### config.mk
export PLATFORM = sky130hd
export DESIGN_NAME = admode1_operand_fetch
export DESIGN_NICKNAME = d
export VERILOG_FILES = /design/src/rtl/admode1_pkg.sv /design/src/rtl/admode1_fetch_decode.sv /design/src/rtl/admode1_operand_fetch.sv
export SDC_FILE = /design/constraint.sdc
export NUM_CORES = 1
export LEC_CHECK = 0
export ABC_AREA = 1
export CAP_MARGIN = 30
export CORE_MARGIN = 4
export CORE_UTILIZATION = 40
export DETAILED_ROUTE_END_ITERATION = 7
export PLACE_DENSITY = 0.8
export SLEW_MARGIN = 20
export SYNTH_ARGS = -nofsm -noshare
export SYNTH_HDL_FRONTEND = slang
export SYNTH_SLANG_ARGS = --single-unit
### constraint.sdc
create_clock -name clk -period 3.9 [get_ports clk]
set_clock_uncertainty 0.2 [all_clocks]
set_input_delay 0.975 -clock clk [delete_from_list [all_inputs] [get_ports clk]]
set_output_delay 0.975 -clock clk [all_outputs]
set_load 0.05 [all_outputs]
### src/rtl/admode1_pkg.sv
// Shared types and constants for the addressing-mode-1 operand fetch block.
package admode1_pkg;

  typedef enum logic [2:0] {
    ST_IDLE  = 3'd0,
    ST_RD_RN = 3'd1,
    ST_RD_RM = 3'd2,
    ST_RD_RS = 3'd3,
    ST_WAIT  = 3'd4,
    ST_OUT   = 3'd5
  } state_t;

  // Destination of the register-file read issued in the previous cycle
  typedef enum logic [1:0] {
    TAG_NONE = 2'd0,
    TAG_RN   = 2'd1,
    TAG_RM   = 2'd2,
    TAG_RS   = 2'd3
  } tag_t;

  localparam logic [3:0] OP_MOV = 4'hD;
  localparam logic [3:0] OP_MVN = 4'hF;

  localparam logic [1:0] SH_LSL = 2'b00;
  localparam logic [1:0] SH_LSR = 2'b01;
  localparam logic [1:0] SH_ASR = 2'b10;
  localparam logic [1:0] SH_ROR = 2'b11;

endpackage

### src/rtl/admode1_fetch_decode.sv
// Combinational decode of a data-processing instruction: which registers
// must be read and the shifter fields that are known from the word itself.
module admode1_fetch_decode
  import admode1_pkg::*;
(
  input  logic [31:0] instr,
  output logic        need_rn,
  output logic        need_rm,
  output logic        need_rs,
  output logic        undef,
  output logic        sh_rg,
  output logic [1:0]  sh_typ,
  output logic [7:0]  sh_amount,
  output logic [31:0] sh_base
);

  // Condition, S bit and register fields are consumed by the top level
  logic unused_fields;
  assign unused_fields = ^{instr[31:28], instr[20:12]};

  // Read list and immediate-form shifter fields; undefined encodings read nothing
  always_comb begin
    need_rn   = 1'b0;
    need_rm   = 1'b0;
    need_rs   = 1'b0;
    sh_rg     = 1'b0;
    sh_typ    = SH_LSL;
    sh_amount = 8'h00;
    sh_base   = 32'h0;
    undef     = (instr[27:26] != 2'b00);
    if (!undef) begin
      need_rn = (instr[24:21] != OP_MOV) && (instr[24:21] != OP_MVN);
      if (instr[25]) begin
        sh_base   = {24'h0, instr[7:0]};
        sh_amount = {3'b0, instr[11:8], 1'b0};
        sh_typ    = SH_ROR;
        sh_rg     = 1'b1;
      end else begin
        need_rm   = 1'b1;
        need_rs   = instr[4];
        sh_typ    = instr[6:5];
        sh_rg     = instr[4];
        sh_amount = instr[4] ? 8'h00 : {3'b0, instr[11:7]};
      end
    end
  end

endmodule

### src/rtl/admode1_operand_fetch.sv
// Operand fetch for the addressing-mode-1 shifter: sequences Rn/Rm/Rs reads
// through one synchronous register-file port and presents shifter/ALU inputs.
module admode1_operand_fetch
  import admode1_pkg::*;
#(
  parameter logic [31:0] PC_OFS_IMM = 32'd8,
  parameter logic [31:0] PC_OFS_REG = 32'd12
) (
  input  logic        clk,
  input  logic        rst_n,
  input  logic        in_valid,
  output logic        in_ready,
  input  logic [31:0] instr,
  input  logic [31:0] pc,
  input  logic        flush,
  output logic        rf_re,
  output logic [3:0]  rf_raddr,
  input  logic [31:0] rf_rdata,
  output logic        out_valid,
  input  logic        out_ready,
  output logic [31:0] sh_base,
  output logic [7:0]  sh_amount,
  output logic        sh_rg,
  output logic [1:0]  sh_typ,
  output logic [31:0] rn_val,
  output logic [3:0]  opcode,
  output logic        s_bit,
  output logic [3:0]  rd,
  output logic        undef
);

  state_t      state_q, state_d;
  tag_t        cur_tag, cap_tag_p1;
  logic        accept;
  logic        need_rm_q, need_rs_q;
  logic [3:0]  rn_addr_q, rm_addr_q, rs_addr_q;
  logic [31:0] pc_q;
  logic [3:0]  cap_addr;
  logic [31:0] cap_val;

  logic        dec_need_rn, dec_need_rm, dec_need_rs, dec_undef, dec_rg;
  logic [1:0]  dec_typ;
  logic [7:0]  dec_amount;
  logic [31:0] dec_base;

  admode1_fetch_decode u_decode (
    .instr     (instr),
    .need_rn   (dec_need_rn),
    .need_rm   (dec_need_rm),
    .need_rs   (dec_need_rs),
    .undef     (dec_undef),
    .sh_rg     (dec_rg),
    .sh_typ    (dec_typ),
    .sh_amount (dec_amount),
    .sh_base   (dec_base)
  );

  assign in_ready  = (state_q == ST_IDLE);
  assign out_valid = (state_q == ST_OUT);
  // A flush in the same cycle wins over a new instruction
  assign accept    = in_valid && in_ready && !flush;

  // Next state, read-port drive and the tag of the read issued this cycle
  always_comb begin
    state_d  = state_q;
    rf_re    = 1'b0;
    rf_raddr = 4'h0;
    cur_tag  = TAG_NONE;
    case (state_q)
      ST_IDLE: begin
        if (accept) begin
          if (dec_need_rn)      state_d = ST_RD_RN;
          else if (dec_need_rm) state_d = ST_RD_RM;
          else                  state_d = ST_OUT;
        end
      end
      ST_RD_RN: begin
        rf_re    = 1'b1;
        rf_raddr = rn_addr_q;
        cur_tag  = TAG_RN;
        state_d  = need_rm_q ? ST_RD_RM : ST_WAIT;
      end
      ST_RD_RM: begin
        rf_re    = 1'b1;
        rf_raddr = rm_addr_q;
        cur_tag  = TAG_RM;
        state_d  = need_rs_q ? ST_RD_RS : ST_WAIT;
      end
      ST_RD_RS: begin
        rf_re    = 1'b1;
        rf_raddr = rs_addr_q;
        cur_tag  = TAG_RS;
        state_d  = ST_WAIT;
      end
      ST_WAIT: state_d = ST_OUT;
      ST_OUT:  if (out_ready) state_d = ST_IDLE;
      default: state_d = ST_IDLE;
    endcase
    if (flush) state_d = ST_IDLE;
  end

  // Captured value: r15 reads are replaced by the pipelined pc view
  always_comb begin
    case (cap_tag_p1)
      TAG_RN:  cap_addr = rn_addr_q;
      TAG_RM:  cap_addr = rm_addr_q;
      TAG_RS:  cap_addr = rs_addr_q;
      default: cap_addr = 4'h0;
    endcase
    if (cap_addr == 4'hF) cap_val = pc_q + (need_rs_q ? PC_OFS_REG : PC_OFS_IMM);
    else                  cap_val = rf_rdata;
  end

  // Control state; reset drops any read still in flight
  always_ff @(posedge clk or negedge rst_n) begin
    if (!rst_n) begin
      state_q    <= ST_IDLE;
      cap_tag_p1 <= TAG_NONE;
      need_rm_q  <= 1'b0;
      need_rs_q  <= 1'b0;
    end else begin
      state_q    <= state_d;
      cap_tag_p1 <= flush ? TAG_NONE : cur_tag;
      if (accept) begin
        need_rm_q <= dec_need_rm;
        need_rs_q <= dec_need_rs;
      end
    end
  end

  // Register addresses and pc held for the duration of the instruction
  always_ff @(posedge clk) begin
    if (accept) begin
      rn_addr_q <= instr[19:16];
      rm_addr_q <= instr[3:0];
      rs_addr_q <= instr[11:8];
      pc_q      <= pc;
    end
  end

  // Output registers: seeded on accept, filled in as read data returns
  always_ff @(posedge clk or negedge rst_n) begin
    if (!rst_n) begin
      sh_base   <= 32'h0;
      sh_amount <= 8'h00;
      sh_rg     <= 1'b0;
      sh_typ    <= SH_LSL;
      rn_val    <= 32'h0;
      opcode    <= 4'h0;
      s_bit     <= 1'b0;
      rd        <= 4'h0;
      undef     <= 1'b0;
    end else if (accept) begin
      sh_base   <= dec_base;
      sh_amount <= dec_amount;
      sh_rg     <= dec_rg;
      sh_typ    <= dec_typ;
      rn_val    <= 32'h0;
      opcode    <= instr[24:21];
      s_bit     <= instr[20];
      rd        <= instr[15:12];
      undef     <= dec_undef;
    end else if (!flush) begin
      case (cap_tag_p1)
        TAG_RN:  rn_val    <= cap_val;
        TAG_RM:  sh_base   <= cap_val;
        TAG_RS:  sh_amount <= cap_val[7:0];
        default: ;
      endcase
    end
  end

endmodule
Yosys cells after proc, flatten, opt, wreduce, memory -nomap -nowiden
Cells that the tools add are included.
{"block": "op_classes", "add_sub_neg": 1, "eq_ne": 14, "mux": 38, "reduce_logical": 14}
{"cell": "$mux W32", "count": 8}
{"cell": "$mux W8", "count": 6}
{"cell": "$add A32 B4 Y32", "count": 1}
{"cell": "$mux W3", "count": 8}
{"cell": "$pmux W4 S3", "count": 2}
{"cell": "$pmux W3 S6", "count": 1}
{"cell": "$mux W1", "count": 8}
{"cell": "$ne A4 B4 Y1 const B", "count": 2}
{"cell": "$reduce_and A2 Y1", "count": 4}
{"cell": "$reduce_bool A2 Y1", "count": 4}
{"cell": "$eq A3 B2 Y1 const B", "count": 2}
{"cell": "$eq A3 B3 Y1 const B", "count": 2}
{"cell": "$mux W2", "count": 3}
{"cell": "$pmux W2 S3", "count": 1}
{"cell": "$mux W5", "count": 1}
{"cell": "$eq A2 B2 Y1 const B", "count": 2}
{"cell": "$eq A4 B4 Y1 const B", "count": 1}
{"cell": "$eq A3 B1 Y1 const B", "count": 1}
{"cell": "$logic_and A1 B1 Y1", "count": 3}
{"cell": "$logic_not A3 Y1", "count": 1}
{"cell": "$ne A3 B1 Y1 const B", "count": 1}
{"cell": "$ne A3 B2 Y1 const B", "count": 1}
{"cell": "$reduce_or A3 Y1", "count": 1}
{"cell": "$eq A2 B1 Y1 const B", "count": 1}
{"cell": "2 further kinds", "count": 2}
{"block": "word_totals", "ff_bits": 136, "input_bits": 101, "elab_cells": 84}

Depth between registers and ports, before layout
Gate-level depths: netlist (run 1).
{"block": "logic_depth", "ltp_word": 7, "ltp_mapped": 12, "ltp_nobuf": 11}

Hierarchy
From an unflattened synthesis (run 1), not the netlist that was laid out.
{"block": "hier_totals", "hier_cells": 1002, "hier_area_um2": 7624.8}
{"module": "admode1_operand_fetch", "instances": 1, "cells_per_inst": 929, "area_each_um2": 7204.4, "seq_area_each_um2": 3623.5}
{"module": "admode1_fetch_decode", "instances": 1, "cells_per_inst": 73, "area_each_um2": 420.4, "seq_area_each_um2": 0.0}

Least setup slack after synthesis (run 1)
Ideal clock, no wire load.
{"block": "synth_timing", "kind": "in2reg", "start": "input port flush", "end": "register pc_q[0], enable pin", "setup_ns": 0.425, "t_arrival_ns": 2.731, "required_ns": 3.275, "slack_ns": 0.544, "stages": 4, "path_buffers": 1, "cell_sequence": "inv_2 -> nand4_2 -> inv_2 -> buf_1"}
{"block": "synth_between", "elab_chain_cells": 2}
{"element": "start: declaration", "line": "admode1_operand_fetch.sv:15", "rtl": "input logic flush,"}
{"element": "$logic_not A1 Y1"}
{"element": "$logic_and A1 B1 Y1", "line": "admode1_operand_fetch.sv:61", "rtl": "assign accept = in_valid && in_ready && !flush;"}
{"element": "named net accept", "line": "admode1_operand_fetch.sv:34", "rtl": "logic accept;"}
{"element": "end signal: assignment", "line": "admode1_operand_fetch.sv:137", "rtl": "pc_q <= pc;"}
{"element": "end: declaration", "line": "admode1_operand_fetch.sv:37", "rtl": "logic [31:0] pc_q;"}
The timed path passes the listed nets, and every way through them passes these cells.
A chain may end at the register's enable or synchronous reset.

Worst setup path in the final report (run 1)
{"block": "layout_timing", "start": "register state_q[0]", "end": "output port rf_raddr[2]"}
{"block": "layout_between", "elab_chain_cells": 2, "word_cells_on_any_way": 4, "cone_classes": "3 x eq/ne; 1 x mux"}
{"element": "start: declaration", "line": "admode1_operand_fetch.sv:32", "rtl": "state_t state_q, state_d;"}
{"element": "start signal: assignment", "line": "admode1_operand_fetch.sv:122", "rtl": "state_q <= state_d;"}
{"element": "$eq A3 B2 Y1 / $eq A3 B1 Y1 (equally long branches)", "line": "admode1_operand_fetch.sv:69", "rtl": "case (state_q)"}
{"element": "$pmux W4 S3 (*)", "line": "admode1_operand_fetch.sv:69"}
{"element": "end: declaration", "line": "admode1_operand_fetch.sv:17", "rtl": "output logic [3:0] rf_raddr,"}
Mark *: on every way between the ends. The rest lies on a longest branch, timed or not.

==> flow_metrics.env, run 1 <==
export IMPL_result_of_the_run="completed"
export IMPL_die_height_um=136.2
export IMPL_cts_max_path_buffers=2
export IMPL_crit_path_start_kind="flop"
export IMPL_mappedNetlistNets=912
export IMPL_io_buffer_count=188
export IMPL_fin_setup_tns_ns=0
export IMPL_cts_root_buf="sky130_fd_sc_hd__clkbuf_16"
export IMPL_cap_viol_max_count=0
export IMPL_wire_length_of_the_first_global_routing_pass_um=31640
export IMPL_synth_enable_flop_cells=44
export IMPL_first_global_vias=6072
export IMPL_period_minus_slack_ns=3.644
export IMPL_ios=193
export IMPL_worst_ir_drop_vdd_mv=0.4247
export IMPL_synth_seq_cells=136
export IMPL_layout_common_cells="279 x sky130_fd_sc_hd__nand2_1, 187 x sky130_fd_sc_hd__clkdlybuf4s50_1, 104 x sky130_fd_sc_hd__nand3_1"
export IMPL_layout_cells_most_common="sky130_fd_sc_hd__nand2_1"
export IMPL_setup_violations_final=0
export IMPL_cts_made_buffers=17
export IMPL_worst_setup_path_type="flop to output pin"
export IMPL_crit_arrival_ns=2.47
export IMPL_synth_top_cell_area_share=0.3499
export IMPL_critical_path_peak_fanout=5
export IMPL_yosysWarningCount=0
export IMPL_design_die_area_um2=18560
export IMPL_clk_pin_slew_worst_paths_ns=0.06
export IMPL_globalplace_congestion=0.9248
export IMPL_floorplan_rows=46
export IMPL_timing_final_max_slew_violations=0
export IMPL_asyncSetResetFlopFracSynth=0.6765
export IMPL_min_delay_path_class="flop to flop"
export IMPL_core_area_um2=16000
export IMPL_grtUsageTotal=0.2211
export IMPL_ys_types=31
export IMPL_timing_hold_ws_ns=0.2792
export IMPL_drt_iter0_markers=638
export IMPL_dpl_hpwl_um=15350
export IMPL_cts_hold_buf=0
export IMPL_transition_time_at_the_pin_with_the_least_slew_margin_ns=0.6635
export IMPL_drtPass1Iterations=7
export IMPL_finalNetCount=1100
export IMPL_syn_area_um2=6579
export IMPL_synthToLayoutAreaGrowth_pct=41.46
export IMPL_final_min_period_over_clock_period=0.9344
export IMPL_synth_seq_area_share=0.5508
export IMPL_grt_antenna_before_repair=0
export IMPL_timing_hold_violations_final=0
export IMPL_synth_top_cells_by_area="sky130_fd_sc_hd__dfrtp_1 35%, sky130_fd_sc_hd__edfxtp_1 20%, sky130_fd_sc_hd__nand2_1 16%"
export IMPL_rsz_0062_raised_after_global_routing="false"
export IMPL_via_count=6257
export IMPL_main_flop_type_after_synthesis="sky130_fd_sc_hd__dfrtp_1"
export IMPL_cts_htree_levels=4
export IMPL_postSynthCellCount=809
export IMPL_total_leakage_power_nw=4.175
export IMPL_initial_core_util=0.4112
export IMPL_routed_wire_length_per_instance_um=16.39
export IMPL_slew_headroom=0.5566
export IMPL_final_core_utilization=0.5816
export IMPL_maximum_number_of_pins_on_one_net_before_global_route_repair=51
export IMPL_end_kind="output pin"
export IMPL_cts_resized_gates=0
export IMPL_fmax_mhz=274.4
export IMPL_clock_sinks=136
export IMPL_detail_route_antenna_nets=0
export IMPL_detail_route_wirelength_um=20090
export IMPL_power_per_cell_area_nw_per_um2=794.6
export IMPL_cp_required_ns=2.72
export IMPL_design_power_total_w=0.007395
export IMPL_tritoncts="done"
export IMPL_fp_dieW_um=136.2
export IMPL_pre_cts_ws_ns=0.6241
export IMPL_syn_mean_instance_area_um2=8.132
export IMPL_clkLatencyLatePin_ns=0.41
export IMPL_antenna_cells_inserted=0
export IMPL_synth_top_cell_by_area="sky130_fd_sc_hd__dfrtp_1"
export IMPL_route_detailed_vias_per_inst=5.104
export IMPL_post_route_worst_setup_slack_ns=0.2559
export IMPL_total_overflow_reported_by_the_global_router=0
export IMPL_remaining_drc_errors=0
export IMPL_postCtsSetupBuffers=0
export IMPL_post_route_cells_drive_above_1_share=0.05545
sequential cells by signal, summed over array words and instances, names as in the netlist:
signal and cells:
pc_q 32, rs_addr_q 4, cap_tag_p1 2, sh_rg 1, sh_typ 2, opcode 4
rd 4, sh_amount 8, need_rm_q 1, rn_addr_q 4, s_bit 1, need_rs_q 1
state_q 3, rm_addr_q 4, undef 1, sh_base 32, rn_val 32
report_power, final:
part	internal (W)	leakage, nW	switching (W)
clock network	0.00107	0.310	0.000620
logic	0.00109	2.31	0.00236
registers	0.00196	1.55	0.000298
total	0.00412	4.17	0.00328
cell families (layout without fill, tap and decap cells):
group                    after synthesis  in the layout  share of synthesized area
XOR/XNOR                              10             10                    0.01331
buffers and inverters                 93            294                    0.06029
flip-flops                           136            136                     0.5508
adder cells (fa/ha/maj)                2              2                   0.003803
AND/OR/NAND/NOR                      516            516                     0.3294
AO/OA/AOI/OAI                         52             52                    0.04241
worst max-delay path: stages, from the launching register on:
cell                              delay, ns
sky130_fd_sc_hd__dfrtp_1               0.42
sky130_fd_sc_hd__inv_1                 0.10
sky130_fd_sc_hd__nor2_1                0.15
sky130_fd_sc_hd__inv_1                 0.07
sky130_fd_sc_hd__nor2_1                0.31
sky130_fd_sc_hd__nand2_1               0.10
sky130_fd_sc_hd__nand3_1               0.09
sky130_fd_sc_hd__clkdlybuf4s50_1       0.81
path summary, 6_finish.rpt:
| path | slack (ns) | cells past startpoint | startpoint | to |
|---|---|---|---|---|
| worst min register to register | 0.28 | 2 | rn_val[29] | rn_val[29] |
| worst max register to register | 1.23 | 10 | cap_tag_p1[0] | rn_val[21] |
| min in group asynchronous | 0.33 | 1 | rst_n | cap_tag_p1[1] |
| worst max-delay path | 0.26 | 7 | state_q[0] | rf_raddr[2] |
| worst min-delay path | 0.28 | 2 | rn_val[29] | rn_val[29] |
| max in group asynchronous | 2.31 | 3 | rst_n | rn_val[26] |
layer usage:
| layer | wire length [µm] | vias to the layer above | GRT usage |
|---|---|---|---|
| li1 | - | 2999 | - |
| met1 | 8425 | 2942 | 0.2933 |
| met2 | 9547 | 268 | 0.3544 |
| met3 | 1399 | 48 | 0.04552 |
| met4 | 722 | 0 | 0.09127 |
| met5 | 0 | - | 0 |
synthesized netlist by cell type (2+ instances only):
cell,instances
sky130_fd_sc_hd__buf_6,2
sky130_fd_sc_hd__nand3b_1,11
sky130_fd_sc_hd__buf_4,5
sky130_fd_sc_hd__xor2_1,6
sky130_fd_sc_hd__nand3_1,104
sky130_fd_sc_hd__xnor2_1,4
sky130_fd_sc_hd__dfrtp_1,92
sky130_fd_sc_hd__nand4_1,10
sky130_fd_sc_hd__a21oi_1,16
sky130_fd_sc_hd__edfxtp_1,44
sky130_fd_sc_hd__inv_2,3
sky130_fd_sc_hd__nor3_1,4
sky130_fd_sc_hd__o21ai_0,26
sky130_fd_sc_hd__clkbuf_1,9
sky130_fd_sc_hd__a31oi_1,5
sky130_fd_sc_hd__inv_1,59
sky130_fd_sc_hd__nor2_2,6
sky130_fd_sc_hd__buf_2,9
sky130_fd_sc_hd__nand2_1,279
sky130_fd_sc_hd__ha_1,2
sky130_fd_sc_hd__nor2_1,99
sky130_fd_sc_hd__buf_1,5
through the flow:
step           instances  area, µm²
6_report            1226       9306
2_1_floorplan        809       6579
3_3_place_gp        1193       8651
5_1_grt             1226       9306
4_1_cts             1226       9306
3_5_place_dp        1194       8678
final cells by class:
type / count / area (µm²)
sequential: 136 / 3623
multi-input combinational: 580 / 2564
inverter: 63 / 239.0
tap: 216 / 270.3
clock buffer: 19 / 464.2
clock inverter: 13 / 163.9
fill: 1444 / 6694
timing repair buffer: 199 / 1982
Power figures use the tool's default switching activity.
==> run 2: changes to the inputs <==
Settings changed: GPL_ROUTABILITY_DRIVEN from default to 0, REMOVE_ABC_BUFFERS from default to 1.
==> flow_metrics.env, run 2 (same netlist as run 1, synthesis figures left out) <==
export IMPL_result_of_the_run="completed"
export IMPL_internal_power_w=0.004054
export IMPL_crit_path_start_kind="flop"
export IMPL_core_area_um2=16000
export IMPL_cts_htree_levels=4
export IMPL_post_route_cells_drive_above_1_share=0.05435
export IMPL_total_leakage_power_nw=4.156
export IMPL_design_area_um2=9273
export IMPL_setup_violations_final=0
export IMPL_seq_power_share=0.310
export IMPL_final_min_period_over_clock_period=0.9276
export IMPL_power_share_switching=0.4459
export IMPL_p_sw_w=0.003263
export IMPL_dpl_hpwl_um=14840
export IMPL_slowest_stage="sky130_fd_sc_hd__clkdlybuf4s50_1"
export IMPL_power_clock_fraction=0.219
export IMPL_ios=193
export IMPL_rsz_0062_raised_after_global_routing="false"
export IMPL_crit_family="buffers and inverters"
export IMPL_worst_ir_drop_vdd_mv=0.4792
export IMPL_wire_length_of_the_first_global_routing_pass_um=31490
export IMPL_total_overflow_reported_by_the_global_router=0
export IMPL_critical_path_buf_inv_count=3
export IMPL_end_kind="output pin"
export IMPL_antenna_cells_inserted=0
export IMPL_design_power_total_w=0.007317
export IMPL_layout_cells_most_common="sky130_fd_sc_hd__nand2_1"
export IMPL_clk_pin_slew_worst_paths_ns=0.06
export IMPL_fp_dieW_um=136.2
export IMPL_met3_usage=0.05699
export IMPL_fmax_mhz=276.4
export IMPL_clkLatencyLatePin_ns=0.43
export IMPL_timing_final_max_slew_violations=0
export IMPL_crit_arrival_ns=2.44
export IMPL_cts_resized_gates=0
export IMPL_die_height_um=136.2
export IMPL_critical_path_peak_fanout=5
export IMPL_drtPass1Iterations=7
export IMPL_fin_setup_tns_ns=0
export IMPL_layout_common_cells="279 x sky130_fd_sc_hd__nand2_1, 187 x sky130_fd_sc_hd__clkdlybuf4s50_1, 104 x sky130_fd_sc_hd__nand3_1"
export IMPL_transition_time_at_the_pin_with_the_least_slew_margin_ns=0.8678
export IMPL_first_global_vias=6043
export IMPL_remaining_drc_errors=0
export IMPL_cp_required_ns=2.72
export IMPL_postCtsSetupBuffers=0
export IMPL_floorplan_rows=46
export IMPL_layer_with_the_highest_usage="met2"
export IMPL_detail_route_wirelength_um=20190
export IMPL_cts_made_buffers=17
export IMPL_groute_layer_met1_usage=0.2833
export IMPL_via_count=6221
export IMPL_grtUsageTotal=0.2221
export IMPL_design_die_area_um2=18560
export IMPL_timing_hold_ws_ns=0.2770
export IMPL_timing_hold_violations_final=0
export IMPL_tritoncts="done"
export IMPL_postPlaceCellArea_um2=8686
export IMPL_clock_sinks=136
export IMPL_route_detailed_vias_per_inst=5.066
export IMPL_period_minus_slack_ns=3.618
export IMPL_maximum_number_of_pins_on_one_net_before_global_route_repair=65
export IMPL_initial_core_util=0.4112
export IMPL_use_met2=0.3720
export IMPL_min_delay_path_class="flop to flop"
export IMPL_cts_hold_buf=0
export IMPL_power_per_cell_area_nw_per_um2=789.1
export IMPL_finalNetCount=1102
export IMPL_timing_critical_path_cells="inv_1 -> nor2_1 -> inv_1 -> nor2_1 -> nand2_1 -> nand3_1 -> clkdlybuf4s50_1"
export IMPL_slew_headroom=0.4215
export IMPL_io_buffer_count=188
export IMPL_synthToLayoutAreaGrowth_pct=40.95
export IMPL_cts_max_path_buffers=2
export IMPL_cts_root_buf="sky130_fd_sc_hd__clkbuf_16"
export IMPL_routed_wire_length_per_instance_um=16.44
export IMPL_detail_route_antenna_nets=0
export IMPL_drt_iter0_markers=540
export IMPL_biggestRegsByFlops="pc_q: 32 flops, rn_val: 32 flops, sh_base: 32 flops"
export IMPL_worst_setup_path_type="flop to output pin"
export IMPL_grt_antenna_before_repair=0
export IMPL_cap_viol_max_count=0
export IMPL_crit_path_max_incr_delay_ns=0.81
export IMPL_combPwrFrac=0.470
run 2: layout make-up:
class,count,area (µm²)
multi-input cells,580,2564
fillers,1446,6728
clock inverters,14,157.7
flip-flops and latches,136,3623
well taps,216,270.3
clock buffers,18,429.2
inverters,63,239.0
repair buffers,201,1989
run 2: worst register-to-register path, stage by stage, from the launching register on:
cell and delay [ns]:
sky130_fd_sc_hd__dfrtp_1 0.49, sky130_fd_sc_hd__inv_1 0.20, sky130_fd_sc_hd__nand3_1 0.10, sky130_fd_sc_hd__nand3_1 0.10, sky130_fd_sc_hd__nand2_1 0.10, sky130_fd_sc_hd__nor2_4 0.55
sky130_fd_sc_hd__buf_4 0.36, sky130_fd_sc_hd__nand2_1 0.08, sky130_fd_sc_hd__nand3_1 0.14, sky130_fd_sc_hd__o21ai_0 0.09
run 2: worst paths after layout:
check                         startpoint             to  slack [ns]  cells past startpoint
setup reg to reg           cap_tag_p1[0]      rn_val[0]        1.37                      9
setup / recovery              state_q[0]    rf_raddr[3]        0.28                      7
hold / removal               sh_base[19]    sh_base[19]        0.28                      2
max in group asynchronous          rst_n    sh_base[22]        2.23                      2
min in group asynchronous          rst_n  cap_tag_p1[1]        0.45                      1
hold reg to reg              sh_base[19]    sh_base[19]        0.28                      2
run 2: per-stage QoR:
stage                     instances  setup slack (ns)  utilization
after floorplan                 779          -0.06352            -
after global placement         1196            0.6373       0.5429
after detailed placement       1196            0.5572       0.5429
after CTS                      1228            0.2364       0.5795
after global routing           1228            0.1109       0.5795
final                          1228            0.2823       0.5795
run 2: layer usage:
layer / vias up / wire [µm]
met5: - / 0
met4: 0 / 316
met3: 26 / 1822
met2: 285 / 9800
met1: 2904 / 8246
li1: 3006 / -
run 2: power by group through the flow:
stage	Clock (W)	Combinational [W]	Sequential, W
after floorplan	0	0.000794	0.00361
after global placement	0	0.00340	0.00228
after detailed placement	0	0.00346	0.00228
after CTS	0.00163	0.00347	0.00227
after global routing	0.00170	0.00365	0.00233
final	0.00161	0.00344	0.00227
==> run 3: changes to the inputs <==
Settings changed: SKIP_CTS_REPAIR_TIMING from default to 1.
==> results of run 3 <==
No change in the layout: final DEF, timing and power equal those of run 2.
